`src/rtl/dclk_tx_if.sv`:
```
// Serial transmitter link bundle: upstream item handshake, far-receiver busy
// return and the serial line itself.

`ifndef HDR_SZ
`define HDR_SZ 2
`endif
`ifndef PL_SZ
`define PL_SZ 4
`endif
`ifndef ADDR_SZ
`define ADDR_SZ 2
`endif

interface dclk_tx_if #(
    parameter int W = `HDR_SZ + `PL_SZ + `ADDR_SZ
) ();
    logic         valid;
    logic [W-1:0] item_in;
    logic         item_read;
    logic         channel_busy;
    logic         serial_out;
    logic         busy;

    // Environment side: upstream producer plus the far receiver's busy line.
    modport master (
        output valid,
        output item_in,
        input  item_read,
        output channel_busy,
        input  serial_out,
        input  busy
    );

    // Transmitter side.
    modport slave (
        input  valid,
        input  item_in,
        output item_read,
        input  channel_busy,
        output serial_out,
        output busy
    );
endinterface

```
`src/rtl/dclk_tx.sv`:
```
// Serial item transmitter: accepts one item, waits for the receiver to be
// clear, sends a 1 head bit then W data bits LSB first, and waits for the
// receiver's busy round trip before taking the next item.

`ifndef HDR_SZ
`define HDR_SZ 2
`endif
`ifndef PL_SZ
`define PL_SZ 4
`endif
`ifndef ADDR_SZ
`define ADDR_SZ 2
`endif

module dclk_tx #(
    parameter int    routerid = -1,
    parameter string port     = "unknown",
    parameter int    W        = `HDR_SZ + `PL_SZ + `ADDR_SZ
) (
    input logic      rclk,
    input logic      reset,
    dclk_tx_if.slave bus
);
    localparam int CW = $clog2(W);

    if (W < 4) begin : g_bad_width
        $error("dclk_tx router %0d port %s: W must be >= 4", routerid, port);
    end

    typedef enum logic [2:0] {
        StIdle,
        StWaitClear,
        StStart,
        StShift,
        StDrain
    } state_e;

    state_e          state_q, state_d;
    logic            sync_q;
    logic            busy_s;
    logic [W-1:0]    sr_q, sr_d;
    logic [CW-1:0]   cnt_q, cnt_d;
    logic            seen_busy_q, seen_busy_d;
    logic            serial_q, serial_d;
    logic            accept;

    // Two-flop synchronizer for the receiver's asynchronous busy line.
    always_ff @(posedge rclk) begin
        if (reset) begin
            sync_q <= 1'b0;
            busy_s <= 1'b0;
        end else begin
            sync_q <= bus.channel_busy;
            busy_s <= sync_q;
        end
    end

    // State, shift register, bit counter, busy-seen flag and registered line.
    always_ff @(posedge rclk) begin
        if (reset) begin
            state_q     <= StIdle;
            sr_q        <= '0;
            cnt_q       <= '0;
            seen_busy_q <= 1'b0;
            serial_q    <= 1'b0;
        end else begin
            state_q     <= state_d;
            sr_q        <= sr_d;
            cnt_q       <= cnt_d;
            seen_busy_q <= seen_busy_d;
            serial_q    <= serial_d;
        end
    end

    // Next state; serial_d is the line value for the state being entered.
    always_comb begin
        state_d     = state_q;
        sr_d        = sr_q;
        cnt_d       = cnt_q;
        seen_busy_d = seen_busy_q;
        serial_d    = 1'b0;
        accept      = 1'b0;
        unique case (state_q)
            StIdle: begin
                if (bus.valid) begin
                    accept  = 1'b1;
                    sr_d    = bus.item_in;
                    state_d = StWaitClear;
                end
            end
            StWaitClear: begin
                if (!busy_s) begin
                    state_d     = StStart;
                    serial_d    = 1'b1;
                    seen_busy_d = 1'b0;
                end
            end
            StStart: begin
                serial_d = sr_q[0];
                sr_d     = sr_q >> 1;
                cnt_d    = '0;
                state_d  = StShift;
            end
            StShift: begin
                if (busy_s) begin
                    seen_busy_d = 1'b1;
                end
                if (cnt_q == CW'(W - 1)) begin
                    state_d = StDrain;
                end else begin
                    serial_d = sr_q[0];
                    sr_d     = sr_q >> 1;
                    cnt_d    = cnt_q + 1'b1;
                end
            end
            StDrain: begin
                // Leave only after the receiver has shown busy and then cleared.
                if (busy_s) begin
                    seen_busy_d = 1'b1;
                end else if (seen_busy_q) begin
                    state_d = StIdle;
                end
            end
            default: state_d = StIdle;
        endcase
    end

    // Reset wins over acceptance, so the pulse is masked while reset is high.
    assign bus.item_read  = accept & ~reset;
    assign bus.serial_out = serial_q;
    assign bus.busy       = (state_q != StIdle);

endmodule

```
`src/flat_wrapper.sv`:
```
// flat-port wrapper written by rule: the top's interface ports become plain ports
module dclk_tx_flat 
#(
    parameter int    routerid = -1,
    parameter string port     = "       ",
    parameter int    W        = `HDR_SZ + `PL_SZ + `ADDR_SZ
)
  (rclk, reset, bus_valid, bus_item_in, bus_item_read, bus_channel_busy, bus_serial_out, bus_busy);
  dclk_tx_if #(.W(W)) bus_i ();
  input logic rclk;
  input logic reset;
  input wire logic [$bits(bus_i.valid)-1:0] bus_valid;
  input wire logic [$bits(bus_i.item_in)-1:0] bus_item_in;
  output wire logic [$bits(bus_i.item_read)-1:0] bus_item_read;
  input wire logic [$bits(bus_i.channel_busy)-1:0] bus_channel_busy;
  output wire logic [$bits(bus_i.serial_out)-1:0] bus_serial_out;
  output wire logic [$bits(bus_i.busy)-1:0] bus_busy;
  assign bus_i.valid = bus_valid;
  assign bus_i.item_in = bus_item_in;
  assign bus_item_read = bus_i.item_read;
  assign bus_i.channel_busy = bus_channel_busy;
  assign bus_serial_out = bus_i.serial_out;
  assign bus_busy = bus_i.busy;
  dclk_tx #(.routerid(routerid), .port(port), .W(W)) u_core (.rclk(rclk), .reset(reset), .bus(bus_i));
endmodule
```
`config.mk`:
```
export PLATFORM = sky130hd
export DESIGN_NAME = dclk_tx_flat
export DESIGN_NICKNAME = d
export VERILOG_FILES = /design/src/rtl/dclk_tx_if.sv /design/src/rtl/dclk_tx.sv /design/src/flat_wrapper.sv
export SDC_FILE = /design/constraint.sdc
export NUM_CORES = 1
export LEC_CHECK = 0
export ABC_CLOCK_PERIOD_IN_PS = 4090
export BUFFER_PORTS_ARGS = -buffer_cell sky130_fd_sc_hd__buf_2
export CAP_MARGIN = 20
export CORE_MARGIN = 4
export CORE_UTILIZATION = 50
export CTS_CLUSTER_DIAMETER = 150
export DETAILED_ROUTE_END_ITERATION = 8
export HOLD_SLACK_MARGIN = 0.12
export PLACE_DENSITY = 0.72
export SYNTH_ARGS = -nofsm -noshare
export SYNTH_HDL_FRONTEND = slang
export SYNTH_SLANG_ARGS = --single-unit
export TNS_END_PERCENT = 1
```
`constraint.sdc`:
```
create_clock -name rclk -period 4.09 [get_ports rclk]
set_input_delay 0.409 -clock rclk [delete_from_list [all_inputs] [get_ports rclk]]
set_output_delay 0.409 -clock rclk [all_outputs]
set_load 0.005 [all_outputs]
```
# After elaboration in Yosys (flattened, before gate mapping)
# Index checks and enable logic that the tools add are counted.
[classes]
n_addsub = 1
n_eq_ne = 12
muxes = 19
bitwise_logic = 2
reduce_logical = 10
[ops]
columns = ["op", "count"]
rows = [
  ["case mux 8 bit (3 select lines)", 1],
  ["2-to-1 mux 3 bit", 6],
  ["2-to-1 mux 8 bit", 2],
  ["case mux 3 bit (5 select lines)", 1],
  ["inequality test 2 bit (second input constant)", 4],
  ["== test 3 x 2 -> 1 bit (second input constant)", 2],
  ["== test 3 bit (second input constant)", 2],
  ["2-to-1 mux 1 bit", 6],
  ["inequality test 2 x 1 -> 1 bit (second input constant)", 3],
  ["case mux 3 bit (2 select lines)", 1],
  ["AND reduction 3 bit", 2],
  ["nonzero test 3 bit", 2],
  ["AND reduction 5 bit", 1],
  ["nonzero test 2 bit", 2],
  ["adder 3 x 1 -> 3 bit (second input constant)", 1],
  ["== test 3 x 1 -> 1 bit (second input constant)", 1],
  ["zero test 3 bit", 1],
  ["case mux 1 bit (3 select lines)", 1],
  ["case mux 1 bit (2 select lines)", 1],
  ["AND reduction 2 bit", 1],
  ["OR reduction 2 bit", 1],
  ["AND 1 bit", 1],
  ["NOT 1 bit", 1],
]
[word_totals]
regBits = 18
wordCells = 51

# Logic depth before layout (Yosys ltp)
[depth]
word_depth = 4
ltp_mapped = 6
depth_no_buf = 5

# Worst setup path after synthesis
# Ideal clock, no wire load.
[synth_timing]
kind = "reg-to-reg"
startpoint = "register u_core.cnt_q[0]"
endpoint = "register u_core.sr_q[0]"
setup_ps = 134
arrival_ps = 1318
path_slack_ps = 2638
stages_incl_launch_ff = 7
n_path_buf = 1
path_cell_list = "dfxtp_1 -> ha_1 -> ha_1 -> clkbuf_2 -> nand2_1 -> a21o_1 -> a211oi_1"
[synth_between]
elab_chain_len = 3
[synth_lines]
columns = ["element", "line_no", "rtl"]
rows = [
  ["start: declaration", "dclk_tx.sv:42", "logic [CW-1:0] cnt_q, cnt_d;"],
  ["start signal: assignment", "dclk_tx.sv:69", "cnt_q <= cnt_d;"],
  ["== test 3 bit", "dclk_tx.sv:108", "if (cnt_q == CW'(W - 1)) begin"],
  ["inequality test 2 bit (no source line)", "-", ""],
  ["AND reduction 3 bit (no source line)", "-", ""],
  ["end signal: assignment", "dclk_tx.sv:68", "sr_q <= sr_d;"],
  ["end: declaration", "dclk_tx.sv:41", "logic [W-1:0] sr_q, sr_d;"],
]
# Every way passes these cells.
# A chain may end at the register's enable or synchronous reset.

# Worst setup path in the final report
[layout_timing]
startpoint = "register u_core.state_q[1]"
endpoint = "register u_core.sr_q[4]"
[layout_between]
elab_chain_len = 3
elab_cells_between_ends = 8
classes_between = "4 x eq/ne; 1 x mux; 3 x reduce/logical"
[layout_lines]
columns = ["element", "line_no", "rtl"]
rows = [
  ["start: declaration", "dclk_tx.sv:38", "state_e state_q, state_d;"],
  ["start signal: assignment", "dclk_tx.sv:61", "state_q <= StIdle;"],
  ["start signal: assignment", "dclk_tx.sv:67", "state_q <= state_d;"],
  ["== test 3 x 2 -> 1 bit / zero test 3 bit (equally long branches)", "dclk_tx.sv:83", "unique case (state_q)"],
  ["inequality test 2 bit (no source line) / nonzero test 3 bit (equally long branches)", "-", ""],
  ["AND reduction 3 bit (no source line)", "-", ""],
]
# Several ways; a longest one is shown, not always the timed one.

==> results.cfg <==
[yosys]
synth_cell_type_count = 31
synthFlopType = dfxtp_1
synth.top_cells.by_count = dfxtp_1, a211oi_1, mux2i_1
yosys_warnings = 0
ys_seq_area_share_pct = 41.62
yosys-top-cells-area = dfxtp_1, a211oi_1, mux2i_1
postSynthCellCount = 90
syn_nets = 104
yosysTopAreaCell = dfxtp_1
synth-edff-count = 0
synth-async-reset-ratio_pct = 0
avgSynthCellArea_um2 = 9.620
synth.most_common_cell = dfxtp_1
syn_area_um2 = 865.8
synth_top_area_share_pct = 41.62
synth_seq_cells = 18

[clocking]
clock_path_buffers = 2
cts_tree = built
ctsResizeCount = 0
htree_levels = 1
clk_pin_slew_worst_paths_ns = 0.10
insertion_delay_ns = 0.30
clock-sinks = 18
postCtsSetupBuffers = 0
root_buffer = clkbuf_4
cts_buffers = 3
hold_buffers = 0

[pwr]
pwr_density_cell_nw_per_um2 = 394.7
ir_worst_vdd_uv = 191.4
p_leak_nw = 0.3630

[status]
status = finished, final reports clean

[finish]
nNetsFinal = 116
area_growth_pct = 10.12
drive_gt1_share_pct = 19.80
fillers = 133
diodes = 0
fin_area_um2 = 953.4
utilization_pct = 60.48

[timing]
hold_viol_final = 0
hold_ws_ns = 0.3116
finalCritPeriodShare_pct = 50.57
final.min_clock_period_ns = 2.068
setup_violations = 0
drv_slew = 0
slew_headroom_pct = 49.20
fin_skew_ns = 0.001846
tightest_slew_ns = 0.7604
rsz0062_at_grt = no
max_freq_mhz = 483.5
tns_ns = 0

[grt]
grt-ovfl-total = 0
grt_pass1_wl_um = 2711
grt_use_total_pct = 14.48
grt_pass1_vias = 620
grt_antenna_before_repair = 0
grt_max_degree = 19

[setup_path]
r2r-start = u_core.state_q[1]
crit_fanout = 16
critPathLaunch = u_core.state_q[1]
critPathKind = flop to flop
worst_setup_path_start_kind = flop
crit_arrival_ns = 2.24
worstSetupEndpointType = flop
cp.required_ns = 4.27

[die]
rows = 14
die-area_um2 = 2462
die_x_um = 49.62
pin_count = 15
core_area_um2 = 1577
start_util_pct = 54.92
die_h_um = 49.62

[route]
vias = 719
wirelength_um = 1615
first_pass_iters = 4
routedWlPerCell_um = 13.80
via_per_inst = 6.145
ant_nets = 0
drc = 0
drt_iter0_markers = 20

[placed_design]
gp_congestion = 0.7188
place_area_um2 = 917.1
post-dp-hpwl_um = 1144
portBuffers = 14

[hold_path]
hold_path.class = input port to flop
min_from = bus_item_in[7]

[run]
maxCapViolations = 0
[final cells by class]
class	instances	area [um^2]	share of cell area, %
clock buffer	4	36.28	3.806
tap	16	20.02	2.100
multi-input combinational	63	459.2	48.16
timing repair buffer	14	70.07	7.349
sequential	18	360.3	37.80
inverter	2	7.507	0.7874
[kinds of logic (layout without fill, tap and decap cells)]
| kind of cell | count (synthesis) | count (layout) | share of synthesized area (%) |
|---|---|---|---|
| flops | 18 | 18 | 41.62 |
| simple gates | 25 | 25 | 17.05 |
| fa+ha+maj | 2 | 2 | 2.890 |
| mux | 8 | 8 | 9.249 |
| buf+inv | 9 | 20 | 5.346 |
| compound gates | 28 | 28 | 23.84 |
[sequential cells by signal, summed over array words and instances, names as in the netlist]
signal / count
u_core.busy_s: 1
u_core.cnt_q: 3
u_core.sr_q: 8
u_core.sync_q: 1
u_core.state_q: 3
u_core.seen_busy_q: 1
u_core.bus.serial_out: 1
[worst max-delay path, stage by stage, from the launching register on]
cell and delay (ns):
dfxtp_1 0.75, nor2b_1 0.70, a21o_1 0.38, a211oi_1 0.12
[metrics by stage]
stage	power, W	worst slack, ns	std cells
6_report	0.0003763	2.022	117
5_1_grt	0.0003993	1.863	117
4_1_cts	0.0003796	2.052	117
3_5_place_dp	0.0002696	2.087	113
3_3_place_gp	0.0002685	2.109	113
2_1_floorplan	0.0002544	2.638	90
[layer usage]
metal	global-route usage [%]	routed length, um
met2	19.82	668
met3	3.916	76
met1	19.52	832
met4	9.677	37
met5	0	0
[where the power goes]
| part | switching [W] | internal [W] | total [W] |
|---|---|---|---|
| clock network | 0.0000556 | 0.0000543 | 0.000110 |
| registers | 0.0000159 | 0.000190 | 0.000206 |
| logic | 0.0000305 | 0.0000303 | 0.0000608 |
[path summary, 6_finish.rpt]
path | to | slack [ns] | depth (start not counted)
max | u_core.sr_q[4] | 2.02 | 3
min | u_core.sr_q[7] | 0.31 | 2
max reg2reg | u_core.sr_q[4] | 2.02 | 3
min reg2reg | u_core.busy_s | 0.46 | 1
[cell usage in the layout, fill, tap and decap left out, types with 2 or more instances in the layout]
cell      synthesis  layout
dfxtp_1          18      18
a211oi_1         14      14
buf_2             3      14
mux2i_1           8       8
nor2b_1           4       4
nand2b_1          4       4
nor2_1            3       3
nand2_1           3       3
nand3_1           3       3
a21oi_1           3       3
clkbuf_4          0       3
inv_1             2       2
nand4_1           2       2
a31oi_1           2       2
o21a_1            2       2
ha_1              2       2
No activity file was read; power rests on OpenSTA's default activity.
